`config.mk`:
```
export PLATFORM = sky130hd
export DESIGN_NAME = toeplitz_deserializer
export DESIGN_NICKNAME = d
export VERILOG_FILES = /design/src/rtl/toeplitz_deserializer.sv
export SDC_FILE = /design/constraint.sdc
export NUM_CORES = 1
export LEC_CHECK = 0
export CORE_MARGIN = 3
export CORE_UTILIZATION = 35
export DETAILED_ROUTE_END_ITERATION = 8
export GPL_ROUTABILITY_DRIVEN = 0
export GPL_TIMING_DRIVEN = 0
export HOLD_SLACK_MARGIN = 0.02
export REMOVE_ABC_BUFFERS = 1
export SLEW_MARGIN = 10
export SYNTH_ARGS = -nofsm -noshare
export SYNTH_HDL_FRONTEND = slang
export SYNTH_SLANG_ARGS = --single-unit
```
`constraint.sdc`:
```
create_clock -name clk -period 2.65 [get_ports clk]
set_input_delay 0.6625 -clock clk [delete_from_list [all_inputs] [get_ports clk]]
set_output_delay 0.6625 -clock clk [all_outputs]
set_load 0.005 [all_outputs]
```
`src/rtl/toeplitz_deserializer.sv`:
```
// toeplitz_deserializer: packs qbiten-gated serial bits MSB-first into W-bit words,
// tags the final word of each L-bit frame and buffers words in a DEPTH-entry FIFO.
module toeplitz_deserializer #(
  parameter int L = 128,
  parameter int W = 8,
  parameter int DEPTH = 4
) (
  input  logic         clk,
  input  logic         reset,
  input  logic         qbit,
  input  logic         qbiten,
  input  logic         sync,
  output logic [W-1:0] dout,
  output logic         dlast,
  output logic         dvalid,
  input  logic         dready,
  output logic         ovf,
  output logic [15:0]  frames
);
  localparam int NW = L / W;
  localparam int BW = $clog2(W);
  localparam int CW = NW > 1 ? $clog2(NW) : 1;
  localparam int AW = $clog2(DEPTH);
  logic [BW-1:0] bcnt;
  logic [CW-1:0] wcnt;
  logic [W-1:0]  sr, word;
  logic [AW:0]   wptr, rptr;
  logic [W:0]    mem [DEPTH];
  logic          full, pop, done, push, last;
  always_comb begin
    word = {sr[W-2:0], qbit};
    done = qbiten && !sync && bcnt == BW'(W-1);
    last = wcnt == CW'(NW-1);
    full = (wptr[AW] != rptr[AW]) && (wptr[AW-1:0] == rptr[AW-1:0]);
    dvalid = wptr != rptr;
    pop = dvalid && dready;
    push = done && (!full || pop);
    dout = dvalid ? mem[rptr[AW-1:0]][W-1:0] : '0;
    dlast = dvalid && mem[rptr[AW-1:0]][W];
  end
  // A word completing into a full FIFO is dropped but still advances the counters.
  always_ff @(posedge clk) begin
    if (!reset) begin
      bcnt <= '0;
      wcnt <= '0;
      sr <= '0;
      wptr <= '0;
      rptr <= '0;
      ovf <= 1'b0;
      frames <= '0;
    end else begin
      if (qbiten) sr <= word;
      if (sync) begin
        bcnt <= BW'(qbiten);
        wcnt <= '0;
      end else if (qbiten) begin
        bcnt <= done ? '0 : bcnt + BW'(1);
        if (done) wcnt <= last ? '0 : wcnt + CW'(1);
      end
      if (push) wptr <= wptr + (AW+1)'(1);
      if (pop) rptr <= rptr + (AW+1)'(1);
      if (done && full && !pop) ovf <= 1'b1;
      if (push && last) frames <= frames + 16'd1;
    end
  end
  always_ff @(posedge clk)
    if (push) mem[wptr[AW-1:0]] <= {last, word};
endmodule
```
==> flow_metrics.py, run 1 <==
metrics = {
    "run_status": {
        "status": "complete, no violations",
    },
    "yosys": {
        "syn_area_um2": 3210,
        "yosysSeqAreaShare": 0.581,
        "synthDistinctLibCells": 39,
        "ys_warn_count": 0,
        "postSynthCellCount": 256,
        "async_reset_ff_frac": 0,
        "synth_area_leaders": "edfxtp_1, dfxtp_1, mux4_2, ha_1, a21oi_1",
        "ys_seq_elements": 75,
        "synth_edf_count": 36,
        "postSynthAreaPerCell_um2": 12.5,
        "synth_largest_area_cell": "edfxtp_1",
        "yosysTopAreaCellShare": 0.337,
        "yosys_most_used_dff": "dfxtp_1",
    },
    "die": {
        "start_util": 0.364,
        "fp.dieArea_um2": 10300,
        "ios": 33,
        "die_w_um": 102,
        "coreArea_um2": 8810,
        "core.rowCount": 34,
        "die_h_um": 102,
    },
    "setup_path": {
        "path_cells": "mux4_2 > nor2b_1 > clkdlybuf4s50_1",
        "cpLargestDelayFamily": "multiplexers",
        "cp.depth": 3,
        "end_kind": "primary output",
        "reg2reg_to": "frames[12]",
        "cp.required_ps": 1990,
        "rr_worst_depth": 7,
        "worstReg2RegStart": "bcnt[0]",
        "critPathMaxStageDelay_ps": 510,
        "cp_slowest_cell": "mux4_2",
        "crit_arrival_ps": 1890,
        "critPathBufInv": 1,
        "worst-setup-path-type": "reg2out",
        "reg2reg_slack_ps": 280,
        "crit_path_start_kind": "flop",
        "path_max_fanout": 9,
    },
    "grt": {
        "grt_pass1_vias": 2026,
        "antenna_found_initial": 0,
        "grt_overflow_total": 0,
        "grt_max_degree": 31,
        "grt_usage": 0.127,
        "grt_pass1_wl_um": 9970,
    },
    "power_and_ir_drop": {
        "p_leak_nw": 1.40,
        "ir_worst_vdd_v": 0.000362,
        "p_int_w": 0.00158,
        "powerDensity_nw_per_um2": 533,
        "clockPowerShare": 0.403,
        "comb_power_share": 0.016,
        "seqPwrFrac": 0.582,
        "switchingPower_w": 0.000497,
        "netSwitchingFraction": 0.239,
    },
    "routing": {
        "drc": 0,
        "wl_um": 5960,
        "first_pass_iters": 4,
        "avgRoutedWirePerCell_um": 14.7,
        "routed_via_density": 5.20,
        "drtIter0Drc": 91,
        "vias": 2099,
        "drt.antenna.violating_nets": 0,
    },
    "clock_network": {
        "clk_path_buf_depth": 2,
        "clk_latency_ps": 360,
        "htree_levels": 3,
        "root_buffer": "clkbuf_8",
        "numCtsBuffers": 9,
        "cts_sinks": 75,
        "clkTransAtPathRegs_ps": 80,
        "ctsHoldBuffers": 0,
        "cts_tree": "yes",
    },
    "min_path": {
        "hold_path.class": "reg2reg",
        "hold_end": "bcnt[2]",
        "hold_path_depth": 2,
        "worstHoldStart": "bcnt[2]",
    },
    "layout": {
        "post-route-util": 0.443,
        "drive_gt1_frac": 0.145,
        "nNetsFinal": 306,
        "diodes": 0,
        "area_delta_synth_final_pct": 21.7,
    },
    "timing": {
        "rsz0062_at_grt": "false",
        "slew-limit-headroom": 0.314,
        "slew_viol_final": 0,
        "tightest_slew_ps": 1030,
        "finalCritPeriodShare": 0.962,
        "finalHoldViolCount": 0,
        "finalSetupViolCount": 0,
        "worst_hold_slack_ps": 476,
        "min_period_ps": 2550,
        "skew_ps": 13.6,
        "fmax_mhz": 392,
    },
    "job": {
        "max_cap_viol_count": 0,
    },
    "placement": {
        "dp_hpwl_um": 3730,
        "io_buffers": 32,
    },
}
==> layer usage <==
layer | global-route usage | routed length (µm) | part of all wire
met5 | 0 | 0 | 0
met4 | 0.0399 | 19 | 0.0032
met1 | 0.164 | 2820 | 0.47
met3 | 0.0420 | 242 | 0.041
met2 | 0.204 | 2880 | 0.48
==> logic make-up after synthesis <==
kind of cell | after synthesis | share of synthesized area
mux | 19 | 0.0944
fa+ha+maj | 9 | 0.0351
flops | 75 | 0.581
xor+xnor | 8 | 0.0265
simple gates | 82 | 0.145
compound gates | 44 | 0.0909
buf+inv | 19 | 0.0277
==> Yosys cell counts (3+ instances only) <==
cell and number:
a21oi_1 20, and3_1 4, clkbuf_1 5, dfxtp_1 39, edfxtp_1 36, ha_1 9, inv_1 8, mux2i_1 10
mux4_2 9, nand2_1 8, nand3_1 5, nand4_1 6, nor2_1 21, nor2b_1 9, o21ai_0 5, o31ai_1 13
or3_1 3, or4_1 13, xor2_1 4
==> flip-flops by register name, summed over array words and instances, names as in the netlist, named ones only <==
register and flops:
wptr 3, ovf 1, wcnt 4, mem 36, rptr 3, frames 16, sr 7, bcnt 3
==> final cells by class <==
type / instances / area (µm²)
clock buffer: 9 / 124
clock inverter: 7 / 65.1
fill: 800 / 4900
inverter: 8 / 30.0
multi-input combinational: 162 / 1300
sequential: 75 / 1870
tap: 108 / 135
timing repair buffer: 35 / 375
==> worst reg2reg max path, delay by kind of cell, from the launching register on <==
kind | cells | cell delay, ps
buffers and inverters | 1 | 240
AND/OR/NAND/NOR | 2 | 900
AO/OA/AOI/OAI | 2 | 440
adder cells (fa/ha/maj) | 2 | 350
flip-flops | 1 | 360
==> through the flow <==
| step | power (W) | area [µm²] | std cells | setup TNS, ps | setup WS, ps |
|---|---|---|---|---|---|
| after floorplan | 0.00125 | 3150 | 245 | 0 | 284 |
| after detailed placement | 0.00127 | 3620 | 386 | -30710 | -925 |
| after global routing | 0.00217 | 3900 | 404 | 0 | 5.32 |
| after global placement | 0.00127 | 3600 | 385 | -31260 | -1050 |
| after CTS | 0.00211 | 3880 | 403 | 0 | 4.93 |
| final | 0.00208 | 3900 | 404 | 0 | 99.5 |
==> repair_timing <==
item | 4_1_cts | 5_1_grt
setup buffers | 1 | 1
pin swaps | 1 | 0
resized for setup | 15 | 7
endpoints found under the setup margin | 34 | 9
==> layout by cell type (no fill, tap or decap), types with 4 or more instances in the layout <==
cell	count
a21oi_1	20
and3_1	4
clkbuf_8	9
clkdlybuf4s50_1	25
dfxtp_1	33
dfxtp_2	5
dlymetal6s2s_1	5
edfxtp_1	36
ha_1	9
inv_1	8
mux2i_1	10
mux4_2	9
nand2_1	8
nand3_1	5
nand4_1	6
nor2_1	20
nor2b_1	9
o21ai_0	5
o31ai_1	13
or4_1	13
==> power by group through the flow <==
stage                     Combinational, W  Clock, W  Sequential (W)
after floorplan                  0.0000145         0         0.00124
after global placement           0.0000336         0         0.00124
after detailed placement         0.0000339         0         0.00124
after CTS                        0.0000337  0.000869         0.00121
after global routing             0.0000368  0.000917         0.00121
final                            0.0000330  0.000838         0.00121
==> worst max path at each step <==
stage	startpoint	endpoint	slack (ps)
after detailed placement	qbiten	mem[3][3]	-920
after global placement	qbiten	mem[3][1]	-1050
after global routing	flop	dout[1]	5
after floorplan	dready	mem[3][0]	280
after CTS	flop	dout[4]	5
final	flop	dout[1]	100
Note: power is estimated with default switching activity, not from simulation.
==> run 2, diff against run 1 <==
--- a/config.mk
+++ b/config.mk
@@ -8,11 +8,13 @@
 export CORE_MARGIN = 3
 export CORE_UTILIZATION = 35
 export DETAILED_ROUTE_END_ITERATION = 8
+export DONT_BUFFER_PORTS = 1
 export GPL_ROUTABILITY_DRIVEN = 0
 export GPL_TIMING_DRIVEN = 0
 export HOLD_SLACK_MARGIN = 0.02
+export PLACE_DENSITY_LB_ADDON = 0.1
 export REMOVE_ABC_BUFFERS = 1
-export SLEW_MARGIN = 10
+export SLEW_MARGIN = 20
 export SYNTH_ARGS = -nofsm -noshare
 export SYNTH_HDL_FRONTEND = slang
 export SYNTH_SLANG_ARGS = --single-unit
==> flow_metrics.py, run 2 (synthesis results as in run 1) <==
metrics = {
    "job": {
        "max_cap_viol_count": 0,
    },
    "layout": {
        "stdcell_count": 371,
        "fillers": 849,
        "post-route-util": 0.401,
        "drive_gt1_frac": 0.133,
        "layout_commonest_cell": "dfxtp_1",
        "seqCellArea_um2": 1860,
        "multiInputGateArea_um2": 1270,
        "diodes": 0,
        "nNetsFinal": 273,
        "largest_reg_flops": 36,
        "layout_common_cells": "dfxtp_1, edfxtp_1, a21oi_1, nor2_1",
        "area_delta_synth_final_pct": 10.0,
    },
    "timing": {
        "finalSetupViolCount": 0,
        "finalHoldViolCount": 0,
        "skew_ps": 8.35,
        "rsz0062_at_grt": "false",
        "fmax_mhz": 417,
        "slew_viol_final": 0,
        "min_period_ps": 2400,
        "slew-limit-headroom": 0.312,
        "finalCritPeriodShare": 0.904,
        "fin_ws_ps": 255,
        "tightest_slew_ps": 1030,
        "worst_hold_slack_ps": 407,
    },
    "setup_path": {
        "reg2reg_to": "frames[5]",
        "crit_path_start_kind": "flop",
        "worst-setup-path-type": "reg2reg",
        "reg2reg_slack_ps": 250,
        "path_max_fanout": 14,
        "cp_slowest_cell": "or4_1",
        "cpLargestDelayFamily": "simple AND/OR/NAND/NOR gates",
        "worstReg2RegStart": "bcnt[0]",
        "end_kind": "flop",
        "cp.required_ps": 2910,
        "cp.depth": 8,
        "path_cells": "ha_1 > ha_1 > and3b_1 > o41ai_4 > buf_6 > buf_6 > or4_1 > a21oi_1",
        "critPathBufInv": 2,
        "rr_worst_depth": 8,
        "crit_arrival_ps": 2660,
        "critPathMaxStageDelay_ps": 460,
        "cp-endpoint": "frames[5]",
        "crit_path_start": "bcnt[0]",
    },
    "die": {
        "core.rowCount": 34,
        "ios": 33,
        "fp.dieArea_um2": 10300,
        "die_h_um": 102,
        "start_util": 0.364,
        "coreArea_um2": 8810,
        "die_w_um": 102,
    },
    "routing": {
        "drtIter0Drc": 94,
        "routed_via_density": 5.33,
        "first_pass_iters": 4,
        "drt.antenna.violating_nets": 0,
        "wl_um": 6170,
        "avgRoutedWirePerCell_um": 16.6,
        "vias": 1978,
        "drc": 0,
    },
    "power_and_ir_drop": {
        "ir_worst_vdd_v": 0.000256,
        "p_leak_nw": 1.18,
        "power_w": 0.00215,
        "powerDensity_nw_per_um2": 609,
    },
    "clock_network": {
        "clk_path_buf_depth": 2,
        "root_buffer": "clkbuf_8",
        "ctsHoldBuffers": 0,
        "cts_sinks": 75,
        "clkTransAtPathRegs_ps": 90,
        "numCtsBuffers": 9,
        "cts_tree": "yes",
        "clk_latency_ps": 340,
        "htree_levels": 3,
    },
    "grt": {
        "grt_pass1_vias": 2021,
        "antenna_found_initial": 0,
        "grt_pass1_wl_um": 10400,
        "grt_max_degree": 31,
        "grt_overflow_total": 0,
        "grt_usage": 0.131,
    },
    "placement": {
        "dp_slack_ps": 127,
        "dp_cells": 355,
        "dp_hpwl_um": 4000,
        "io_buffers": 0,
    },
    "run_status": {
        "status": "complete, no violations",
    },
    "min_path": {
        "hold_path_depth": 0,
        "hold_path.class": "in2reg",
    },
}
[run 2: changes by cell type in the layout (fill, tap and decap cells not counted), sizes merged]
cell / previous run / this run
clkdlybuf4s50: 25 / 0
dlymetal6s2s: 5 / 0
buf: 3 / 2
bufinv: 0 / 1
clkdlybuf4s15: 1 / 0
dlygate4sd2: 1 / 0
inv: 13 / 12
[run 2: worst reg2reg max path, stage by stage (launching register included)]
cell and delay [ps]:
dfxtp_1 350, ha_1 150, ha_1 190, and3b_1 390
o41ai_4 260, buf_6 210, buf_6 140, or4_1 460
a21oi_1 150
[run 2: repair_timing]
action	CTS	global route
setup endpoints to repair	0	15
setup buffers	0	0
resized for setup	0	3
[run 2: layout make-up]
| type | count | area share |
|---|---|---|
| flip-flops and latches | 75 | 0.528 |
| multi-input cells | 162 | 0.360 |
| well taps | 108 | 0.0383 |
| clock buffers | 9 | 0.0351 |
| clock inverters | 7 | 0.0238 |
| inverters | 8 | 0.00851 |
| repair buffers | 2 | 0.00638 |
[run 2: stage by stage]
step / area, µm² / TNS [ps]
2_1_floorplan: 3150 / 0
3_3_place_gp: 3280 / -3870
3_5_place_dp: 3310 / 0
4_1_cts: 3520 / 0
5_1_grt: 3530 / 0
6_report: 3530 / 0
[run 2: worst min-delay path by stage]
stage / startpoint / end
after floorplan: bcnt[2] / bcnt[2]
after global placement: wcnt[1] / wcnt[1]
after detailed placement: wcnt[1] / wcnt[1]
after CTS: qbit / mem[1][0]
after global routing: qbit / mem[1][0]
final: qbit / mem[1][0]
[run 2: layer usage]
metal / GRT usage / up-vias / share of wire
li1: - / 971 / -
met1: 0.171 / 973 / 0.48
met2: 0.207 / 30 / 0.47
met3: 0.0441 / 4 / 0.038
met4: 0.0378 / 0 / 0.0062
met5: 0 / - / 0
[run 2: where the power goes]
part | internal, W | switching [W] | total, W
Clock | 0.000453 | 0.000465 | 0.000919
Sequential | 0.00121 | 0.00000343 | 0.00121
Combinational | 0.00000718 | 0.0000117 | 0.0000189
==> run 3, diff against run 2 <==
--- a/config.mk
+++ b/config.mk
@@ -9,7 +9,7 @@
 export CORE_UTILIZATION = 35
 export DETAILED_ROUTE_END_ITERATION = 8
 export DONT_BUFFER_PORTS = 1
-export GPL_ROUTABILITY_DRIVEN = 0
+export GPL_ROUTABILITY_DRIVEN = 1
 export GPL_TIMING_DRIVEN = 0
 export HOLD_SLACK_MARGIN = 0.02
 export PLACE_DENSITY_LB_ADDON = 0.1
==> constraint.sdc (replaced) <==
create_clock -name clk -period 2.1 [get_ports clk]
set_input_delay 0.525 -clock clk [delete_from_list [all_inputs] [get_ports clk]]
set_output_delay 0.525 -clock clk [all_outputs]
set_load 0.005 [all_outputs]
==> flow_metrics.py, run 3 (synthesis results as in run 1) <==
metrics = {
    "clock_network": {
        "clk_latency_ps": 350,
        "numCtsBuffers": 9,
        "ctsHoldBuffers": 0,
        "clk_path_buf_depth": 2,
        "root_buffer": "clkbuf_8",
        "htree_levels": 3,
        "cts_tree": "yes",
        "clkTransAtPathRegs_ps": 90,
        "cts_sinks": 75,
    },
    "die": {
        "core.rowCount": 34,
        "ios": 33,
        "coreArea_um2": 8810,
        "start_util": 0.364,
        "die_w_um": 102,
        "fp.dieArea_um2": 10300,
        "die_h_um": 102,
    },
    "layout": {
        "layout_common_cells": "edfxtp_1, dfxtp_1, a21oi_1, nor2_1, buf_4",
        "area_delta_synth_final_pct": 16.6,
        "design_area_um2": 3740,
        "layout_commonest_cell": "edfxtp_1",
        "largest_reg_flops": 36,
        "nNetsFinal": 290,
        "drive_gt1_frac": 0.229,
        "post-route-util": 0.425,
        "diodes": 0,
    },
    "setup_path": {
        "end_kind": "primary output",
        "cp_slowest_cell": "mux4_2",
        "crit_arrival_ps": 1530,
        "crit_path_start_kind": "flop",
        "path_max_fanout": 3,
        "rr_worst_depth": 8,
        "worst-setup-path-type": "reg2out",
        "cp.required_ps": 1570,
        "critPathMaxStageDelay_ps": 520,
        "path_cells": "buf_4 > mux4_2 > nor2b_1",
    },
    "timing": {
        "fin_tns_setup_ps": 0,
        "rsz0062_at_grt": "true",
        "skew_ps": 8.16,
        "finalSetupViolCount": 0,
        "finalHoldViolCount": 0,
        "finalCritPeriodShare": 0.980,
        "fmax_mhz": 486,
        "min_period_ps": 2060,
        "tightest_slew_ps": 1040,
        "slew_viol_final": 0,
        "slew-limit-headroom": 0.304,
    },
    "routing": {
        "vias": 2056,
        "drc": 0,
        "avgRoutedWirePerCell_um": 17.2,
        "wl_um": 6660,
        "routed_via_density": 5.30,
        "drt.antenna.violating_nets": 0,
        "first_pass_iters": 4,
        "drtIter0Drc": 96,
    },
    "min_path": {
        "hold_path_depth": 0,
        "hold_path.class": "in2reg",
    },
    "grt": {
        "grt_pass1_vias": 2069,
        "grt_usage": 0.134,
        "grt_overflow_total": 0,
        "grt_max_degree": 31,
        "antenna_found_initial": 0,
        "grt_pass1_wl_um": 10700,
    },
    "placement": {
        "place.gp.congestion": 0.657,
        "place_area_um2": 3310,
        "io_buffers": 0,
        "dp_hpwl_um": 4000,
    },
    "power_and_ir_drop": {
        "p_int_w": 0.00210,
        "p_leak_nw": 1.28,
        "powerDensity_nw_per_um2": 726,
        "clockPowerShare": 0.429,
        "seqPwrFrac": 0.562,
        "comb_power_share": 0.009,
        "netSwitchingFraction": 0.226,
        "switchingPower_w": 0.000613,
        "ir_worst_vdd_v": 0.000333,
        "power_w": 0.00272,
    },
    "run_status": {
        "status": "complete, no violations",
    },
    "job": {
        "max_cap_viol_count": 0,
    },
}
-- run 3: final cells by class --
| cell class | count | area (µm²) |
|---|---|---|
| Sequential cell | 75 | 1870 |
| Inverter | 8 | 32.5 |
| Multi-Input combinational cell | 162 | 1330 |
| Timing Repair Buffer | 19 | 160 |
| Clock buffer | 9 | 124 |
| Clock inverter | 7 | 83.8 |
| Tap cell | 108 | 135 |
| Fill cell | 836 | 5070 |
-- run 3: worst paths after layout --
check	from	to	slack, ps
hold reg to reg	wcnt[1]	wcnt[1]	480
hold / removal	qbit	mem[2][0]	270
setup reg to reg	bcnt[0]	frames[5]	90
setup / recovery	flop	dlast	40
-- run 3: routing by layer --
layer / up-vias / GRT usage / routed length, µm
met5: - / 0 / 0
met4: 0 / 0.0378 / 38
met3: 4 / 0.0455 / 265
met2: 36 / 0.216 / 3180
met1: 1002 / 0.172 / 3170
li1: 1014 / - / -
-- run 3: per-stage QoR --
| stage | hold slack (ps) | cells | setup WS, ps |
|---|---|---|---|
| floorplan | 449 | 245 | -146 |
| CTS | 252 | 376 | -0.0211 |
| detailed placement | 473 | 355 | -423 |
| global route | 241 | 388 | -19.0 |
| finish | 267 | 388 | 42.0 |
| global placement | 464 | 353 | -932 |
-- run 3: what timing repair did --
action	4_1_cts	5_1_grt
gates resized for setup	13	9
endpoints found under the setup margin	34	55
gates cloned	0	1
buffers inserted	5	11
pin swaps	2	4
-- run 3: critical path, delay by kind of cell, from the launching register on --
family / cells / cell delay, ps
buf+inv: 1 / 140
mux: 1 / 520
simple gates: 1 / 170
flops: 1 / 360
-- run 3: power by group through the flow --
| stage | Sequential, W | Clock [W] | Combinational (W) |
|---|---|---|---|
| 2_1_floorplan | 0.00156 | 0 | 0.0000183 |
| 3_3_place_gp | 0.00156 | 0 | 0.0000247 |
| 3_5_place_dp | 0.00156 | 0 | 0.0000250 |
| 4_1_cts | 0.00153 | 0.00120 | 0.0000250 |
| 5_1_grt | 0.00153 | 0.00126 | 0.0000278 |
| 6_report | 0.00153 | 0.00117 | 0.0000242 |
